<file path="src/rtl/demux_pkg.sv">
// Shared definitions for the 1:8 capture demultiplexer.
//   state_e    : frame FSM encoding (IDLE / FILL / FULL)
//   OUT_W_DEF  : default number of output slots
//   SEL_W_DEF  : default select / pointer width
//   ALL_FILLED : fill map value that marks a complete frame
package demux_pkg;

  localparam int         OUT_W_DEF  = 8;
  localparam int         SEL_W_DEF  = 3;
  localparam logic [7:0] ALL_FILLED = 8'hFF;

  typedef enum logic [1:0] {
    IDLE = 2'd0,
    FILL = 2'd1,
    FULL = 2'd2
  } state_e;

endpackage

</file>
<file path="src/rtl/edge_rise_det.sv">
// Rising-edge detector for a level input (button / strobe).
//   clk    : clock
//   rst    : synchronous active-high reset (clears the history flop)
//   in_i   : level input
//   rise_o : one-cycle pulse when in_i is high and was low last cycle
module edge_rise_det (
  input  logic clk,
  input  logic rst,
  input  logic in_i,
  output logic rise_o
);

  logic in_q;

  always_ff @(posedge clk) begin
    if (rst) in_q <= 1'b0;
    else     in_q <= in_i;
  end

  assign rise_o = in_i & ~in_q;

endmodule

</file>
<file path="src/rtl/demux_1_8_capture.sv">
// Registered 1:8 demultiplexer: steers din into one of OUT_W held led bits
// on each rising edge of wr, either at slot sel (mode=0) or at an
// auto-incrementing internal pointer (mode=1). Tracks written slots and
// flags a complete frame; once FULL, writes are ignored until clr / rst.
//
// Optional build macro DEMUX_SYNC_EN: din, sel, wr, mode and clr each pass
// through a 2-flop synchronizer before use (input-to-led latency 3 cycles).
//
// Ports:
//   clk        : clock
//   rst        : synchronous active-high reset
//   din        : data bit to steer
//   sel        : target slot in addressed mode
//   wr         : write strobe, acts on its rising edge only
//   mode       : 0 = addressed (sel), 1 = sequential (ptr)
//   clr        : synchronous clear of data, fill map, pointer and FSM
//   led        : captured bits
//   ptr        : sequential pointer
//   filled     : per-slot written-since-clear map
//   full       : all slots filled
//   frame_done : one-cycle pulse on entry to FULL
module demux_1_8_capture
  import demux_pkg::*;
#(
  parameter int               OUT_W     = OUT_W_DEF,
  parameter int               SEL_W     = SEL_W_DEF,
  parameter logic [OUT_W-1:0] RESET_VAL = 8'h00
) (
  input  logic             clk,
  input  logic             rst,
  input  logic             din,
  input  logic [SEL_W-1:0] sel,
  input  logic             wr,
  input  logic             mode,
  input  logic             clr,
  output logic [OUT_W-1:0] led,
  output logic [SEL_W-1:0] ptr,
  output logic [OUT_W-1:0] filled,
  output logic             full,
  output logic             frame_done
);

  // Inputs as seen by the core (synchronized or direct)
  logic             din_s;
  logic [SEL_W-1:0] sel_s;
  logic             wr_s;
  logic             mode_s;
  logic             clr_s;

`ifdef DEMUX_SYNC_EN
  localparam int SYW = SEL_W + 4;

  logic [SYW-1:0] sync1_q, sync2_q;

  always_ff @(posedge clk) begin
    if (rst) begin
      sync1_q <= '0;
      sync2_q <= '0;
    end else begin
      sync1_q <= {din, sel, wr, mode, clr};
      sync2_q <= sync1_q;
    end
  end

  assign {din_s, sel_s, wr_s, mode_s, clr_s} = sync2_q;
`else
  assign din_s  = din;
  assign sel_s  = sel;
  assign wr_s   = wr;
  assign mode_s = mode;
  assign clr_s  = clr;
`endif

  logic wr_rise;

  edge_rise_det u_wr_edge (
    .clk    (clk),
    .rst    (rst),
    .in_i   (wr_s),
    .rise_o (wr_rise)
  );

  state_e           state_q;
  logic [OUT_W-1:0] led_q, led_d;
  logic [OUT_W-1:0] filled_q, filled_d;
  logic [SEL_W-1:0] ptr_q, ptr_d;
  logic             frame_done_q;

  logic [SEL_W-1:0] tgt;
  logic [OUT_W-1:0] tgt_mask;
  logic             wr_acc;
  logic             done_d;

  // A clear in the same cycle drops the write; a FULL frame is frozen.
  always_comb begin
    tgt      = mode_s ? ptr_q : sel_s;
    tgt_mask = {{(OUT_W-1){1'b0}}, 1'b1} << tgt;
    wr_acc   = wr_rise & ~clr_s & (state_q != FULL);

    led_d    = led_q;
    filled_d = filled_q;
    ptr_d    = ptr_q;
    if (wr_acc) begin
      led_d    = (led_q & ~tgt_mask) | (din_s ? tgt_mask : '0);
      filled_d = filled_q | tgt_mask;
      if (mode_s) ptr_d = ptr_q + 1'b1;  // natural wrap 7 -> 0
    end

    done_d = wr_acc && (filled_d == ALL_FILLED[OUT_W-1:0]);
  end

  always_ff @(posedge clk) begin
    if (rst || clr_s) begin
      state_q      <= IDLE;
      led_q        <= RESET_VAL;
      filled_q     <= '0;
      ptr_q        <= '0;
      frame_done_q <= 1'b0;
    end else begin
      led_q        <= led_d;
      filled_q     <= filled_d;
      ptr_q        <= ptr_d;
      frame_done_q <= 1'b0;
      case (state_q)
        IDLE: if (wr_acc) begin
          state_q      <= done_d ? FULL : FILL;
          frame_done_q <= done_d;
        end
        FILL: if (done_d) begin
          state_q      <= FULL;
          frame_done_q <= 1'b1;
        end
        FULL:    state_q <= FULL;
        default: state_q <= IDLE;
      endcase
    end
  end

  assign led        = led_q;
  assign ptr        = ptr_q;
  assign filled     = filled_q;
  assign full       = (state_q == FULL);
  assign frame_done = frame_done_q;

endmodule

</file>
<file path="config.mk">
export PLATFORM = sky130hd
export DESIGN_NAME = demux_1_8_capture
export DESIGN_NICKNAME = d
export VERILOG_FILES = /design/src/rtl/demux_pkg.sv /design/src/rtl/edge_rise_det.sv /design/src/rtl/demux_1_8_capture.sv
export SDC_FILE = /design/constraint.sdc
export NUM_CORES = 1
export LEC_CHECK = 0
export ABC_AREA = 1
export CAP_MARGIN = 0
export CORE_MARGIN = 2
export CORE_UTILIZATION = 51
export CTS_CLUSTER_DIAMETER = 50
export DETAILED_ROUTE_END_ITERATION = 8
export PLACE_DENSITY_LB_ADDON = 0.1
export SETUP_SLACK_MARGIN = 0.3
export SYNTH_ARGS = -nofsm -noshare
export SYNTH_HDL_FRONTEND = slang
export SYNTH_SLANG_ARGS = --single-unit
export TNS_END_PERCENT = 1
</file>
<file path="constraint.sdc">
create_clock -name clk -period 2.95 [get_ports clk]
set_input_delay 0.295 -clock clk [delete_from_list [all_inputs] [get_ports clk]]
set_output_delay 0.295 -clock clk [all_outputs]
set_load 0.02 [all_outputs]
</file>
# Yosys cells after proc, flatten, opt, wreduce, memory -nomap -nowiden
# Index checks and enable logic that the tools add are counted.
word_totals:
  ff_bits: 23
  latch_bits: 0
  ram_bits: 0
  rom_bits: 0
  output_inout_bits: 21
  elab_cells: 38
  mem_count: 0
op_classes:
  addsub: 1
  multipliers: 0
  div: 0
  order_cmp: 0
  n_eq_ne: 6
  shift: 1
  n_mux: 10
  n_bitwise: 9
  n_reduce_logical: 5
ops:
  columns: ["op", "n"]
  rows:
  - ["2-to-1 mux 8 bit", 2]
  - ["bitwise OR 8 bit", 2]
  - ["AND 8 bit", 1]
  - ["== test 8 bit (second input constant)", 1]
  - ["NOT 8 bit", 1]
  - ["<< shifter 1 x 3 -> 8 bit (first input constant)", 1]
  - ["2-to-1 mux 2 bit", 3]
  - ["!= test 2 bit (second input constant)", 3]
  - ["case mux 2 bit (3 select lines)", 1]
  - ["AND reduction 2 bit", 2]
  - ["adder 3 x 1 -> 3 bit (second input constant)", 1]
  - ["AND 1 bit", 3]
  - ["2-to-1 mux 3 bit", 1]
  - ["== test 2 x 1 -> 1 bit (second input constant)", 1]
  - ["== test 2 bit (second input constant)", 1]
  - ["logical NOT 2 bit", 1]
  - ["2-to-1 mux 1 bit", 2]
  - ["NOT 1 bit", 2]
  - ["case mux 1 bit (2 select lines)", 1]
  - ["logical AND 1 bit", 1]
  - ["logical OR 1 bit", 1]

# Depth between registers and ports, before layout
# Gate-level depths: netlist of run 1.
logic_depth:
  depth_word: 10
  mapped_depth: 14
  ltp_nobuf: 14

# By module
# A second synthesis of run 1 with hierarchy kept.
hier_totals:
  cells_unflattened: 166
  area_unflattened_um2: 1209.9
by_module_without_submodules:
  columns: ["mod", "n_inst", "cells_each", "area_each_um2", "seq_area_each_um2"]
  rows:
  - ["demux_1_8_capture", 1, 162, 1178.6, 440.4]
  - ["edge_rise_det", 1, 4, 31.3, 20.0]

# Worst setup path after synthesis of run 1
# Ideal clock, no wire load.
synth_timing:
  path_type: "reg-to-reg"
  from: "reg state_q[0]"
  to: "reg state_q[1]"
  setup_ns: 0.132
  arrival_time_ns: 1.828
  slack_ns: 0.990
  stages_incl_launch_ff: 15
  path_buffers: 0
  period_less_slack_ns: 1.960
  path_cell_list: "dfxtp_1 > inv_1 > ha_1 > nor2_1 > nand2_2 > inv_1 > nand2_1 > nor2_1 > nor2_1 > nor2_2 > nand3_2 > nand2_1 > o21ai_0 > nand2_1 > a21oi_1"
synth_rtl:
  columns: ["element", "line_no", "text"]
  rows:
  - ["from (decl)", "demux_1_8_capture.sv:83", "state_e state_q;"]
  - ["from (signal assigned)", "demux_1_8_capture.sv:126", "state_q <= done_d ? FULL : FILL;"]
  - ["== test 2 bit", null, null]
  - ["net full", "demux_1_8_capture.sv:39", "output logic full,"]
  - ["case mux 2 bit (3 select lines)", "demux_1_8_capture.sv:124", "case (state_q)"]
# The timed path passes the listed nets, and every way through them passes these cells. The select of a mux whose other input is x is not followed.
# A chain may end at the register's enable or synchronous reset.

# Final worst setup path of run 1
layout_timing:
  from: "reg state_q[0]"
  to: "reg state_q[1]"
layout_via:
  elab_chain_len: 8
layout_rtl:
  columns: ["element", "line_no", "text"]
  rows:
  - ["!= test 2 bit", "demux_1_8_capture.sv:98", "wr_acc = wr_rise & ~clr_s & (state_q != FULL);"]
  - ["AND 1 bit", "demux_1_8_capture.sv:98", null]
  - ["2-to-1 mux 8 bit", "demux_1_8_capture.sv:103", "if (wr_acc) begin"]
  - ["== test 8 bit", "demux_1_8_capture.sv:109", "done_d = wr_acc && (filled_d == ALL_FILLED[OUT_W-1:0]);"]
  - ["logical AND 1 bit", "demux_1_8_capture.sv:109", null]
  - ["2-to-1 mux 2 bit", "demux_1_8_capture.sv:126", null]
  - ["2-to-1 mux 2 bit", "demux_1_8_capture.sv:125", "IDLE: if (wr_acc) begin"]
  - ["case mux 2 bit (3 select lines)", "demux_1_8_capture.sv:124", null]
# Several ways; a longest one is shown, not always the timed one. The select of a mux whose other input is x is not followed.

==> impl_metrics.sql, run 1 <==
INSERT INTO impl_metrics (metric_group, metric, value, unit) VALUES
('synthesis', 'count_of_cell_types_in_the_netlist', '23', ''),
('final_layout', 'syn_to_final_growth', '30.17', '%'),
('power', 'share_clk_of_total_power', '27.0', '%'),
('floorplan', 'chipHeight', '51.46', 'um'),
('status', 'status', 'completed', ''),
('drt', 'detail_route.vias_per_cell', '4.857', ''),
('global_route', 'grt_overflow', '0', ''),
('placement', 'port-buffer-count', '29', ''),
('placement', 'detailedPlacementHpwl', '1.884', 'mm'),
('global_route', 'largest_net_degree_at_the_start_of_global_routing', '23', ''),
('min_path', 'holdCritPathClass', 'flip-flop to flip-flop', ''),
('synthesis', 'syn-instance-count', '164', ''),
('sta', 'final.min_clock_period', '2.146', 'ns'),
('synthesis', 'post_synth_instance_area', '1149', 'um2'),
('drt', 'met1Wirelength', '1.125', 'mm'),
('power', 'peakVddDrop', '0.2700', 'mV'),
('final_layout', 'finish.instance_area', '1495', 'um2'),
('cts', 'cts_inserted_buffers', '3', ''),
('synthesis', 'yosysWarningCount', '0', ''),
('synthesis', 'syn_area_per_cell', '7.004', 'um2'),
('critical_path', 'critical_path.max_stage_delay', '0.39', 'ns'),
('critical_path', 'timing_worst_setup_path_type', 'flip-flop to flip-flop', ''),
('critical_path', 'worst_path_max_delay_cell', 'sky130_fd_sc_hd__dfxtp_1', ''),
('synthesis', 'synth_ff_type', 'sky130_fd_sc_hd__dfxtp_1', ''),
('sta', 'worst_pin_slew', '0.3175', 'ns'),
('cts', 'cts_hold_buffers', '0', ''),
('sta', 'finalSetupTns', '0', 'ns'),
('sta', 'number_of_hold_violations_in_the_final_report', '0', ''),
('sta', 'final_max_slew_viol_count', '0', ''),
('critical_path', 'worst-path-max-fanout', '6', ''),
('floorplan', 'initial_core_utilization', '52.94', '%'),
('power', 'leakagePower', '0.6160', 'nW'),
('power', 'cellInternalPower', '394.5', 'uW'),
('synthesis', 'synth.ff_latch_count', '23', ''),
('sta', 'finalSetupViolations', '0', ''),
('global_route', 'grt_util_all_layers', '19.98', '%'),
('placement', 'dpl_cell_area', '1469', 'um2'),
('floorplan', 'placeableCoreArea', '2170', 'um2'),
('drt', 'dr_wl_met2', '1.116', 'mm'),
('drt', 'dr_wl_met3', '105', 'um'),
('drt', 'dr.max_layer_used', 'met4', ''),
('synthesis', 'yosysSeqAreaShare', '40.09', '%'),
('sta', 'fmaxAchievable', '0.4659', 'GHz'),
('drt', 'drc', '0', ''),
('sta', 'setup_repair_after_global_routing_missed_its_margin', 'no', ''),
('cts', 'worst_setup_hold_path_clk_slew', '0.12', 'ns'),
('drt', 'ant_nets', '0', ''),
('floorplan', 'pin_count', '30', ''),
('sta', 'post-route-period-util', '72.75', '%'),
('cts', 'cts_setup_buffers', '0', ''),
('cts', 'htreeDepth', '1', ''),
('synthesis', 'count_of_flip_flops_with_a_built_in_enable_after_synthesis', '0', ''),
('power', 'share_comb_of_total_power', '13.2', '%'),
('synthesis', 'async_reset_ff_share', '0', '%'),
('critical_path', 'critPathArrivalTime', '2.35', 'ns'),
('power', 'power_per_cell_area', '353.8', 'nW/um2'),
('floorplan', 'die-area', '2648', 'um2'),
('final_layout', 'layout-drive-gt1-share', '9.744', '%'),
('sta', 'max-slew-margin-rel', '78.77', '%'),
('synthesis', 'synth_top_area_share', '40.09', '%'),
('global_route', 'grt_first_pass_wirelength', '3.974', 'mm'),
('power', 'power_switching', '134.5', 'uW'),
('power', 'power.switching_fraction', '25.42', '%'),
('final_layout', 'antenna_cells', '0', ''),
('run', 'max_cap_violations', '0', ''),
('critical_path', 'setup.worst_path.end_class', 'flip-flop', ''),
('final_layout', 'fin_nets', '210', ''),
('cts', 'max-clock-path-buffers', '2', ''),
('cts', 'cts.repair.resized', '0', ''),
('floorplan', 'die_w', '51.46', 'um'),
('synthesis', 'synthDominantAreaCellType', 'sky130_fd_sc_hd__dfxtp_1', '');
## final timing paths
kind,startpoint,to,slack (ns),depth (start not counted)
hold / removal,flip-flop,flip-flop,0.48,2
setup reg to reg,state_q[0],state_q[1],0.80,14
setup / recovery,state_q[0],state_q[1],0.80,14
hold reg to reg,flip-flop,flip-flop,0.48,2
## power groups by stage
stage          clock [mW]  sequential (mW)  combinational (mW)
6_report            0.143            0.316              0.0700
5_1_grt             0.154            0.317              0.0786
4_1_cts             0.148            0.316              0.0703
3_5_place_dp            0            0.323              0.0700
3_3_place_gp            0            0.323              0.0683
2_1_floorplan           0            0.326              0.0423
## through the flow
stage | instances | worst slack [ns] | utilization (%) | hold WS, ns | power, mW
5_1_grt | 223 | 0.5417 | 68.92 | 0.5076 | 0.5491
2_1_floorplan | 164 | 0.9899 | - | 0.3674 | 0.3680
3_5_place_dp | 219 | 0.6756 | 67.70 | 0.4597 | 0.3934
6_report | 223 | 0.8038 | 68.92 | 0.4753 | 0.5290
3_3_place_gp | 219 | 0.7456 | 67.70 | 0.4497 | 0.3915
4_1_cts | 223 | 0.8046 | 68.92 | 0.4785 | 0.5343
## routing by layer
layer	vias up	track usage, %
met5	-	0
met4	0	7.895
met3	4	3.216
met2	25	35.04
met1	480	24.13
li1	574	-
## cells in the mapped netlist, types with 2 or more instances
master and number:
sky130_fd_sc_hd__a21oi_1 17, sky130_fd_sc_hd__clkbuf_1 2, sky130_fd_sc_hd__dfxtp_1 23, sky130_fd_sc_hd__ha_1 5
sky130_fd_sc_hd__inv_1 22, sky130_fd_sc_hd__nand2_1 44, sky130_fd_sc_hd__nand2_2 4, sky130_fd_sc_hd__nand3_1 7
sky130_fd_sc_hd__nor2_1 16, sky130_fd_sc_hd__nor2_2 3, sky130_fd_sc_hd__nor2_4 3, sky130_fd_sc_hd__nor3_1 4
sky130_fd_sc_hd__o21ai_0 4
## cells in the final DEF, fill, tap and decap left out, drive strengths merged
| master | instances |
|---|---|
| nand3 | 8 |
| a211oi | 1 |
| buf | 1 |
| nand2 | 49 |
| clkdlybuf4s50 | 29 |
| nor3b | 1 |
| nor3 | 4 |
| ha | 5 |
| dfxtp | 23 |
| inv | 23 |
| or2 | 2 |
| nand4 | 1 |
| o21ai | 4 |
| nor2 | 22 |
| clkbuf | 4 |
| a21oi | 18 |
## kinds of logic (layout without fill, tap and decap cells)
kind of cell | after synthesis | after routing | synth area share [%]
compound gates | 23 | 23 | 10.57
fa+ha+maj | 5 | 5 | 5.447
buf+inv | 26 | 57 | 8.605
flops | 23 | 23 | 40.09
simple gates | 87 | 87 | 35.30
## critical path, delay by kind of cell, from the launching register on
kind            cells  cell delay, ns
flops               1            0.39
buf+inv             2            0.25
compound gates      2            0.18
simple gates        9            1.01
fa+ha+maj           1            0.21
## layout make-up
type	count	area [um2]
fillers	199	674.4
multi-input cells	115	589.3
flip-flops and latches	23	460.4
repair buffers	30	297.8
inverters	23	86.33
well taps	28	35.03
clock buffers	4	26.28
Power figures use the tool's default switching activity.
==> run 2: changes to the inputs <==
- CORE_UTILIZATION: 51 -> 43
- clock period: 2.95 -> 1.8 ns (I/O delays scaled with it)
==> impl_metrics.sql, run 2 (synthesized netlist as in run 1, its figures left out) <==
INSERT INTO impl_metrics (metric_group, metric, value, unit) VALUES
('drt', 'dr.pass1.iters', '4', ''),
('floorplan', 'initial_core_utilization', '45.95', '%'),
('status', 'violations_in_the_final_reports', 'negative setup slack', ''),
('floorplan', 'number_of_placement_rows', '18', ''),
('sta', 'worst_pin_slew', '0.3089', 'ns'),
('floorplan', 'pin_count', '30', ''),
('sta', 'holdWs', '0.3111', 'ns'),
('cts', 'htreeDepth', '1', ''),
('drt', 'route.vias.total', '1138', ''),
('sta', 'fmaxAchievable', '0.5531', 'GHz'),
('cts', 'cts-root-buf', 'sky130_fd_sc_hd__clkbuf_4', ''),
('critical_path', 'setup.worst_path.end_class', 'flip-flop', ''),
('global_route', 'grt_first_pass_wirelength', '4.485', 'mm'),
('sta', 'final.min_clock_period', '1.808', 'ns'),
('global_route', 'antenna_violations_before_repair', '0', ''),
('critical_path', 'timing.critical_path.cells', 'inv_2 > ha_4 > nor2_4 > nand2_4 > nor2_4 > nand2_2 > nand2_1 > nand2_1 > nor2_2 > nand3_2 > a21oi_2 > nand3_1 > a21oi_2', ''),
('floorplan', 'placeableCoreArea', '2500', 'um2'),
('cts', 'max-clock-path-buffers', '2', ''),
('drt', 'drt_first_iter_violations', '11', ''),
('final_layout', 'layout.cells.non_filler', '243', ''),
('drt', 'ant_nets', '0', ''),
('critical_path', 'critical_path.max_stage_delay', '0.36', 'ns'),
('status', 'status', 'finished with violations', ''),
('global_route', 'largest_net_degree_at_the_start_of_global_routing', '23', ''),
('sta', 'max-slew-margin-rel', '79.34', '%'),
('cts', 'clock_sinks', '23', ''),
('drt', 'detail_route.wl_per_cell', '10.73', 'um'),
('sta', 'post-route-worst-setup-slack', '-0.007887', 'ns'),
('final_layout', 'final_common_cell', 'sky130_fd_sc_hd__nand2_1', ''),
('power', 'peakVddDrop', '0.5330', 'mV'),
('sta', 'finalSetupTns', '-0.007887', 'ns'),
('cts', 'worst_setup_hold_path_clk_slew', '0.12', 'ns'),
('placement', 'post-place-ws', '-0.3239', 'ns'),
('floorplan', 'chipHeight', '55.69', 'um'),
('critical_path', 'worst_path_max_delay_cell', 'sky130_fd_sc_hd__dfxtp_2', ''),
('final_layout', 'layout-drive-gt1-share', '23.94', '%'),
('final_layout', 'syn_to_final_growth', '46.30', '%'),
('sta', 'post-route-period-util', '100.4', '%'),
('placement', 'placedCellCount', '237', ''),
('critical_path', 'timing.critical_path.from_type', 'flip-flop', ''),
('floorplan', 'die_w', '55.69', 'um'),
('min_path', 'holdCritPathClass', 'primary input to flip-flop', ''),
('sta', 'setup_repair_after_global_routing_missed_its_margin', 'yes', ''),
('drt', 'wl', '2.608', 'mm'),
('final_layout', 'fin_nets', '228', ''),
('sta', 'post_route_clock_skew', '0.006334', 'ns'),
('run', 'max_cap_violations', '0', ''),
('global_route', 'first_global_vias', '1099', ''),
('critical_path', 'critPathArrivalTime', '2.06', 'ns'),
('cts', 'clk_latency', '0.31', 'ns'),
('critical_path', 'worst-endpoint-required', '2.05', 'ns'),
('critical_path', 'worst-path-max-fanout', '5', ''),
('power', 'leakagePower', '0.7360', 'nW'),
('global_route', 'grt_overflow', '0', ''),
('floorplan', 'die-area', '3101', 'um2'),
('sta', 'number_of_hold_violations_in_the_final_report', '0', ''),
('placement', 'detailedPlacementHpwl', '2.061', 'mm'),
('placement', 'port-buffer-count', '29', ''),
('cts', 'cts_tree', 'yes', ''),
('final_layout', 'antenna_cells', '0', ''),
('cts', 'cts_inserted_buffers', '3', ''),
('drt', 'detail_route.vias_per_cell', '4.683', ''),
('sta', 'finalSetupViolations', '1', ''),
('placement', 'gp_congestion', '0.8677', ''),
('critical_path', 'timing_worst_setup_path_type', 'flip-flop to flip-flop', ''),
('final_layout', 'most-common-layout-cells', '39 x sky130_fd_sc_hd__nand2_1, 25 x sky130_fd_sc_hd__clkdlybuf4s50_1, 21 x sky130_fd_sc_hd__dfxtp_1, 20 x sky130_fd_sc_hd__inv_1, 19 x sky130_fd_sc_hd__buf_4', ''),
('power', 'power_per_cell_area', '537.4', 'nW/um2'),
('sta', 'final_max_slew_viol_count', '0', ''),
('global_route', 'grt_util_all_layers', '17.55', '%'),
('drt', 'drc', '0', '');
-- run 2: changes by cell type in the layout (fill, tap and decap cells not counted), sizes merged --
| cell | change |
|---|---|
| buf | +18 |
| clkdlybuf4s50 | -4 |
| dlygate4sd2 | +3 |
| clkbuf | -1 |
| clkinv | +1 |
| dlymetal6s2s | +1 |
-- run 2: routing by layer --
layer | GRT usage [%] | vias up | share of wire, %
met2 | 30.61 | 19 | 49
met1 | 21.98 | 510 | 48
met4 | 5.575 | 0 | 0.73
met5 | 0 | - | 0
li1 | - | 607 | -
met3 | 2.791 | 2 | 3.0
-- run 2: path summary, 6_finish.rpt --
kind / from / endpoint / slack, ns / depth (start not counted)
max: state_q[0] / state_q[1] / -0.008 / 13
min: mode / ptr[1] / 0.31 / 3
max reg2reg: state_q[0] / state_q[1] / -0.008 / 13
min reg2reg: flip-flop / flip-flop / 0.47 / 2
-- run 2: critical path, delay by kind of cell, from the launching register on --
| family | cells | cell delay (ns) |
|---|---|---|
| compound gates | 2 | 0.28 |
| fa+ha+maj | 1 | 0.16 |
| buf+inv | 1 | 0.05 |
| flops | 1 | 0.36 |
| simple gates | 9 | 0.91 |
-- run 2: what timing repair did --
item                                    CTS  global route
endpoints found under the setup margin    7            11
gates cloned                              0             0
pin swaps                                 3             0
hold buffers                              0             0
setup buffers                             2             0
gates resized for setup                   7             4
-- run 2: report_power, final --
group	internal (mW)	switching [mW]
Sequential	0.515	0.00334
Clock	0.0830	0.156
Combinational	0.0648	0.0805
Total	0.663	0.240
-- run 2: per-stage QoR --
stage | utilization, % | area, um2 | power [mW]
2_1_floorplan | - | 1172 | 0.6072
3_3_place_gp | 64.61 | 1615 | 0.6650
3_5_place_dp | 64.61 | 1615 | 0.6672
4_1_cts | 66.77 | 1669 | 0.9077
5_1_grt | 67.22 | 1680 | 0.9384
6_report | 67.22 | 1680 | 0.9030
-- run 2: layout make-up --
| class | instances | area, um2 |
|---|---|---|
| sequential | 23 | 462.9 |
| fill | 215 | 819.5 |
| timing repair buffer | 48 | 431.7 |
| clock inverter | 1 | 5.005 |
| tap | 30 | 37.54 |
| clock buffer | 3 | 22.52 |
| multi-input combinational | 115 | 634.4 |
| inverter | 23 | 86.33 |
==> run 3: changes to the inputs <==
- CTS_CLUSTER_SIZE: default -> 30
==> results of run 3 <==
Final layout, timing and power as in run 2 (identical DEF).
